===== src/rtl/tof_pkg.sv =====
// -----------------------------------------------------------------------------
// tof_pkg
// Shared definitions for the ToF record path: streamer FSM states, the packet
// header magic nibble, the default sensor count and the sensor-index type that
// the memory-write stage also uses.
// -----------------------------------------------------------------------------
package tof_pkg;

   localparam int NUM_SENSORS_DEF = 8;
   localparam int TOF_IDX_W       = $clog2(NUM_SENSORS_DEF);

   // High nibble of every packet header byte; low nibble carries the sensor index.
   localparam logic [3:0] HEADER_MAGIC = 4'hA;

   typedef logic [TOF_IDX_W-1:0] tof_idx_t;

   typedef enum logic [2:0] {
      IDLE    = 3'd0,
      HEADER  = 3'd1,
      RD_REQ  = 3'd2,
      RD_WAIT = 3'd3,
      SEND    = 3'd4,
      CSUM    = 3'd5
   } tof_state_e;

endpackage


===== src/rtl/tof_rr_arbiter.sv =====
// -----------------------------------------------------------------------------
// tof_rr_arbiter
// Combinational round-robin search: finds the first set bit of pending_i at or
// after rr_ptr_i, wrapping modulo NUM_SENSORS.
// Ports:
//   pending_i      fresh-record flags
//   rr_ptr_i       search start index
//   grant_valid_o  some flag is set
//   grant_idx_o    index of the selected flag (0 when none)
// -----------------------------------------------------------------------------
module tof_rr_arbiter
   import tof_pkg::*;
#(
   parameter  int NUM_SENSORS = NUM_SENSORS_DEF,
   localparam int IDX_W       = $clog2(NUM_SENSORS)
) (
   input  logic [NUM_SENSORS-1:0] pending_i,
   input  logic [IDX_W-1:0]       rr_ptr_i,
   output logic                   grant_valid_o,
   output logic [IDX_W-1:0]       grant_idx_o
);

   // Scan offsets from farthest to nearest so the nearest set bit is the last writer.
   always_comb begin
      grant_valid_o = 1'b0;
      grant_idx_o   = '0;
      for (int i = NUM_SENSORS - 1; i >= 0; i--) begin
         logic [IDX_W-1:0] cand;
         cand          = rr_ptr_i + IDX_W'(i);
         grant_valid_o = grant_valid_o | pending_i[cand];
         grant_idx_o   = pending_i[cand] ? cand : grant_idx_o;
      end
   end

endmodule


===== src/rtl/tof_frame_streamer.sv =====
// -----------------------------------------------------------------------------
// tof_frame_streamer
// Watches the ToF memory-write stage, flags sensor records that were freshly
// written, reads each flagged record back from the shared BRAM and streams it
// as a byte packet: header (0xA0|idx), record bytes MSB first, XOR checksum.
// Ports:
//   clk, reset          clock, synchronous active-high reset
//   wr_wea, wr_index    write enable / sensor index from the write stage
//   mem_en, mem_addr    BRAM read request, address = {sensor, word}
//   mem_dout            BRAM read data, valid RD_LAT cycles after mem_en
//   m_tdata/m_tvalid/m_tready/m_tlast   byte stream to the host-link TX
//   busy                FSM not idle
//   pending             fresh-record flags
// -----------------------------------------------------------------------------
module tof_frame_streamer
   import tof_pkg::*;
#(
   parameter  int NUM_SENSORS      = NUM_SENSORS_DEF,
   parameter  int WORDS_PER_SENSOR = 4,
   parameter  int DATA_W           = 16,
   parameter  int RD_LAT           = 1,
   localparam int IDX_W            = $clog2(NUM_SENSORS),
   localparam int WRD_W            = $clog2(WORDS_PER_SENSOR)
) (
   input  logic                   clk,
   input  logic                   reset,
   input  logic                   wr_wea,
   input  logic [IDX_W-1:0]       wr_index,
   output logic                   mem_en,
   output logic [IDX_W+WRD_W-1:0] mem_addr,
   input  logic [DATA_W-1:0]      mem_dout,
   output logic [7:0]             m_tdata,
   output logic                   m_tvalid,
   input  logic                   m_tready,
   output logic                   m_tlast,
   output logic                   busy,
   output logic [NUM_SENSORS-1:0] pending
);

   localparam int BYTES_PER_WORD = DATA_W / 8;
   localparam int BC_W           = (BYTES_PER_WORD > 1) ? $clog2(BYTES_PER_WORD) : 1;

   localparam logic [BC_W-1:0]        BYTE_LAST = BC_W'(BYTES_PER_WORD - 1);
   localparam logic [WRD_W-1:0]       WORD_LAST = WRD_W'(WORDS_PER_SENSOR - 1);
   localparam logic [1:0]             RD_LAT_C  = 2'(RD_LAT);
   localparam logic [NUM_SENSORS-1:0] ONE_HOT0  = {{(NUM_SENSORS-1){1'b0}}, 1'b1};

   tof_state_e             state_q;
   logic [IDX_W-1:0]       sel_idx_q;
   logic [IDX_W-1:0]       rr_ptr_q;
   logic [IDX_W-1:0]       wr_idx_q;
   logic                   wr_wea_q;
   logic [NUM_SENSORS-1:0] pending_q;
   logic [NUM_SENSORS-1:0] pending_d;
   logic [NUM_SENSORS-1:0] set_mask_s;
   logic [NUM_SENSORS-1:0] clr_mask_s;
   logic [WRD_W-1:0]       word_cnt_q;
   logic [BC_W-1:0]        byte_cnt_q;
   logic [1:0]             wait_cnt_q;
   logic [DATA_W-1:0]      buf_q;
   logic [DATA_W-1:0]      buf_shift_s;
   logic [7:0]             csum_q;
   logic [7:0]             csum_next_s;
   logic [7:0]             tdata_q;
   logic                   tvalid_q;
   logic                   tlast_q;
   logic                   mem_en_q;
   logic [IDX_W+WRD_W-1:0] mem_addr_q;
   logic                   grant_valid_s;
   logic [IDX_W-1:0]       grant_idx_s;

   tof_rr_arbiter #(
      .NUM_SENSORS (NUM_SENSORS)
   ) u_arb (
      .pending_i     (pending_q),
      .rr_ptr_i      (rr_ptr_q),
      .grant_valid_o (grant_valid_s),
      .grant_idx_o   (grant_idx_s)
   );

   // Remember the enable history and the index of the burst in progress.
   always_ff @(posedge clk) begin
      if (reset) begin
         wr_wea_q <= 1'b0;
         wr_idx_q <= '0;
      end else begin
         wr_wea_q <= wr_wea;
         if (wr_wea) begin
            wr_idx_q <= wr_index;
         end
      end
   end

   // Falling edge of wr_wea flags the record; a grant clears its flag. Set wins a tie.
   always_comb begin
      set_mask_s = '0;
      clr_mask_s = '0;
      if (wr_wea_q && !wr_wea) begin
         set_mask_s = ONE_HOT0 << wr_idx_q;
      end else begin
         set_mask_s = '0;
      end
      if ((state_q == IDLE) && grant_valid_s) begin
         clr_mask_s = ONE_HOT0 << grant_idx_s;
      end else begin
         clr_mask_s = '0;
      end
      pending_d = (pending_q & ~clr_mask_s) | set_mask_s;
   end

   // Fresh-record flag register.
   always_ff @(posedge clk) begin
      if (reset) begin
         pending_q <= '0;
      end else begin
         pending_q <= pending_d;
      end
   end

   assign buf_shift_s = buf_q << 8;
   assign csum_next_s = csum_q ^ tdata_q;

   // Packet FSM; every stream and BRAM output is a register driven from here.
   always_ff @(posedge clk) begin
      if (reset) begin
         state_q    <= IDLE;
         sel_idx_q  <= '0;
         rr_ptr_q   <= '0;
         word_cnt_q <= '0;
         byte_cnt_q <= '0;
         wait_cnt_q <= 2'd0;
         buf_q      <= '0;
         csum_q     <= 8'h00;
         tdata_q    <= 8'h00;
         tvalid_q   <= 1'b0;
         tlast_q    <= 1'b0;
         mem_en_q   <= 1'b0;
         mem_addr_q <= '0;
      end else begin
         case (state_q)
            IDLE: begin
               if (grant_valid_s) begin
                  sel_idx_q  <= grant_idx_s;
                  rr_ptr_q   <= grant_idx_s + IDX_W'(1);
                  word_cnt_q <= '0;
                  tdata_q    <= {HEADER_MAGIC, 4'(grant_idx_s)};
                  csum_q     <= {HEADER_MAGIC, 4'(grant_idx_s)};
                  tvalid_q   <= 1'b1;
                  state_q    <= HEADER;
               end
            end
            HEADER: begin
               if (m_tready) begin
                  tvalid_q   <= 1'b0;
                  mem_en_q   <= 1'b1;
                  mem_addr_q <= {sel_idx_q, word_cnt_q};
                  state_q    <= RD_REQ;
               end
            end
            RD_REQ: begin
               mem_en_q   <= 1'b0;
               wait_cnt_q <= 2'd1;
               state_q    <= RD_WAIT;
            end
            RD_WAIT: begin
               // Count cycles after the request; data is on mem_dout in the RD_LAT-th.
               if (wait_cnt_q == RD_LAT_C) begin
                  buf_q      <= mem_dout;
                  byte_cnt_q <= '0;
                  tdata_q    <= mem_dout[DATA_W-1 -: 8];
                  tvalid_q   <= 1'b1;
                  state_q    <= SEND;
               end else begin
                  wait_cnt_q <= wait_cnt_q + 2'd1;
               end
            end
            SEND: begin
               if (m_tready) begin
                  csum_q     <= csum_next_s;
                  buf_q      <= buf_shift_s;
                  byte_cnt_q <= byte_cnt_q + BC_W'(1);
                  if (byte_cnt_q == BYTE_LAST) begin
                     if (word_cnt_q == WORD_LAST) begin
                        tdata_q <= csum_next_s;
                        tlast_q <= 1'b1;
                        state_q <= CSUM;
                     end else begin
                        word_cnt_q <= word_cnt_q + WRD_W'(1);
                        tvalid_q   <= 1'b0;
                        mem_en_q   <= 1'b1;
                        mem_addr_q <= {sel_idx_q, word_cnt_q + WRD_W'(1)};
                        state_q    <= RD_REQ;
                     end
                  end else begin
                     tdata_q <= buf_shift_s[DATA_W-1 -: 8];
                  end
               end
            end
            CSUM: begin
               if (m_tready) begin
                  tvalid_q <= 1'b0;
                  tlast_q  <= 1'b0;
                  state_q  <= IDLE;
               end
            end
            default: begin
               tvalid_q <= 1'b0;
               tlast_q  <= 1'b0;
               mem_en_q <= 1'b0;
               state_q  <= IDLE;
            end
         endcase
      end
   end

   assign m_tdata  = tdata_q;
   assign m_tvalid = tvalid_q;
   assign m_tlast  = tlast_q;
   assign mem_en   = mem_en_q;
   assign mem_addr = mem_addr_q;
   assign busy     = (state_q != IDLE);
   assign pending  = pending_q;

endmodule


===== config.mk =====
export PLATFORM = sky130hd
export DESIGN_NAME = tof_frame_streamer
export DESIGN_NICKNAME = d
export VERILOG_FILES = /design/src/rtl/tof_pkg.sv /design/src/rtl/tof_rr_arbiter.sv /design/src/rtl/tof_frame_streamer.sv
export SDC_FILE = /design/constraint.sdc
export NUM_CORES = 1
export LEC_CHECK = 0
export BUFFER_PORTS_ARGS = -buffer_cell sky130_fd_sc_hd__buf_2
export CORE_ASPECT_RATIO = 0.7
export CORE_MARGIN = 2
export CORE_UTILIZATION = 50
export CTS_BUF_LIST = sky130_fd_sc_hd__clkbuf_8 sky130_fd_sc_hd__clkbuf_16
export DETAILED_ROUTE_END_ITERATION = 10
export PLACE_DENSITY = 0.69
export SLEW_MARGIN = 20
export SYNTH_ARGS = -nofsm -noshare
export SYNTH_HDL_FRONTEND = slang
export SYNTH_HIERARCHICAL = 1
export SYNTH_SLANG_ARGS = --single-unit

===== constraint.sdc =====
create_clock -name clk -period 9.8 [get_ports clk]
set_clock_uncertainty 0.2 [all_clocks]
set_input_delay 1.96 -clock clk [delete_from_list [all_inputs] [get_ports clk]]
set_output_delay 1.96 -clock clk [all_outputs]
set_load 0.005 [all_outputs]

==> run metrics <==
status completed; sequential cell area fraction in the yosys report 0.310; Final Critical Period 4.22 ns; Yosys cell types 66; kind of critical path register to register; layout cells sized above 1 0.190; Final Hold Viols 0; MaxCap Viol Count 0; buffer type at the clock tree root clkbuf_8; Final Max Tran Viols 0; Post-Layout Cell Count 577; Clock Tree Buf Depth 2; syn_nets 484; Max Fclk 237 MHz; WL/cell 17.7 microns; Final HPWL DP 6.94 mm; synth warn 6; startpoint types register; DRC violations left 0; total CTS buffers 9; largest net degree at the start of global routing 51; Hold Buf Count CTS 0; DIE AREA 0.00822 sq mm; period utilization 0.430; P_leak 1.58 nW; antenna violations before repair 0; setup_tns 0 ns; CTS tree built; GR Util met2 0.347; hold crit path type register to register; vias per cell 6.20; drt pass-1 iters 5; Sequential Power Share 0.433; number of flops mapped to enable cells by yosys 0; setup violators final 0; Crit Path Max Fanout 18; Tot GR Track Use 0.254; switching part of the total power 0.315; worst skew pair latency 0.35 ns; Design Power 0.636 mW; first-pass GRT wire length 16.5 mm; Clk pwr share 0.351; Async SR Flop Fraction 0; Routed Antenna Nets 0; DR vias 3577; Diodes inserted 0; Post-CTS Setup Bufs 0; post-route cell area 0.00414 sq mm; CTS sink cnt 58; GR Util met1 0.380; Comb power frac 0.217; placed insts 563; CTS HTree Levels 3; core area 0.00729 sq mm; Synth Instances 450; Post-DP Area 0.00394 sq mm; Area Overhead vs Synth 10.3%; VDD IR max 0.102 mV; Critical Path RT 9.88 ns; Initial Utilization 0.514; busiest grt layer met1; Final GP Congestion 0.917; Die Ht 76.4 microns; internal power 0.435 mW; type of destination of the critical path register; final net count 510; grt total ovfl 0; Yosys reg bits 58; RSZ-0062 raised after global routing no; PortBufs 47; Detailed Route WL 10.2 mm; sw power 0.201 mW; clock-pin slew on the worst setup and hold paths 0.07 ns; post_cts resized 0; grt met3 use 0.0813; CP Data Arrival Time 4.30 ns; Site Rows 26; pwr/cell area 154 mW/mm^2; vias in the first global route 3275; Worst-Margin Slew 0.829 ns; Post-Syn Area 0.00375 sq mm; Rel. slew slack 0.447; main flop type after synthesis dfxtp_1; Boundary Pins 48; Iter 0 DRT Violations 427; Mapped Avg Cell Area 8.33 sq um; Horiz. Die Dim 107 microns
layer usage:
metal | vias to the layer above | routed length [microns]
met4 | 0 | 119
li1 | 1699 | -
met2 | 160 | 4180
met5 | - | 0
met1 | 1704 | 5050
met3 | 14 | 842
per-stage QoR:
step	utilization	hold slack, ns	setup WS [ns]
2_1_floorplan	-	0.236	6.27
3_3_place_gp	0.541	0.238	5.75
3_5_place_dp	0.541	0.252	5.56
4_1_cts	0.567	0.264	5.60
5_1_grt	0.567	0.295	5.31
6_report	0.567	0.261	5.58
cell families (layout without fill, tap and decap cells):
kind of cell / Yosys count / after routing / share of synthesized area
adder cells (fa/ha/maj): 11 / 11 / 0.0367
multiplexers: 32 / 32 / 0.122
AO/OA/AOI/OAI: 132 / 132 / 0.227
XOR/XNOR: 9 / 9 / 0.0210
flip-flops: 58 / 58 / 0.310
buffers and inverters: 55 / 84 / 0.0704
AND/OR/NAND/NOR: 153 / 153 / 0.212
Yosys cell counts, types with 10 or more instances:
master / number / area share
mux2i_1: 14 / 0.037
nand3_1: 25 / 0.033
buf_2: 11 / 0.015
nand2_1: 42 / 0.042
nor2_1: 35 / 0.035
dfxtp_1: 58 / 0.31
clkbuf_1: 13 / 0.013
mux4_2: 10 / 0.060
inv_1: 16 / 0.016
ha_1: 11 / 0.037
a21oi_1: 47 / 0.063
o21ai_0: 25 / 0.033
layout by cell type, fill, tap and decap left out, types with 7 or more instances in the layout:
cell type / instances
nor2_1: 35
ha_1: 11
buf_2: 47
nand2b_1: 8
a21oi_1: 47
dfxtp_1: 58
inv_1: 16
mux4_2: 10
o21ai_0: 25
mux2i_1: 14
clkbuf_8: 11
nand2_1: 42
nand3b_1: 8
a31oi_1: 9
a221oi_1: 8
xnor2_1: 7
nand3_1: 25
flip-flops by register name, summed over array words and instances, names as in the netlist, 2 cells and up:
register	cells
buf_q	8
csum_q	8
m_tdata	8
mem_addr	5
pending	8
rr_ptr_q	3
sel_idx_q	3
state_q	3
wait_cnt_q	2
word_cnt_q	2
wr_idx_q	3
final timing paths:
check,startpoint,endpoint,slack [ns],cells past startpoint
max,rr_ptr_q[1],m_tdata[0],5.58,12
min,sel_idx_q[1],sel_idx_q[1],0.26,2
max reg2reg,rr_ptr_q[1],m_tdata[0],5.58,12
min reg2reg,sel_idx_q[1],sel_idx_q[1],0.26,2
critical path, stage by stage, from the launching register on:
cell,delay (ns)
dfxtp_1,0.86
inv_2,0.17
ha_1,0.53
mux4_2,0.59
mux2_2,0.31
inv_1,0.10
a21boi_1,0.09
mux2_1,0.32
nand2_1,0.26
o21ai_0,0.15
a221oi_1,0.33
a21oi_1,0.08
a21oi_1,0.16
power by group through the flow:
stage | registers [mW] | logic (mW) | clock network, mW
finish | 0.275 | 0.138 | 0.223
global placement | 0.279 | 0.131 | 0
global route | 0.278 | 0.149 | 0.236
detailed placement | 0.280 | 0.135 | 0
floorplan | 0.267 | 0.111 | 0
CTS | 0.275 | 0.135 | 0.225
final cells by class:
| type | instances | area, sq um |
|---|---|---|
| fill | 660 | 3150 |
| multi-input combinational | 337 | 2320 |
| sequential | 58 | 1160 |
| timing repair buffer | 51 | 265 |
| clock buffer | 11 | 151 |
| tap | 98 | 123 |
| inverter | 19 | 71.3 |
| clock inverter | 3 | 40.0 |
No activity file was read; power rests on OpenSTA's default activity.
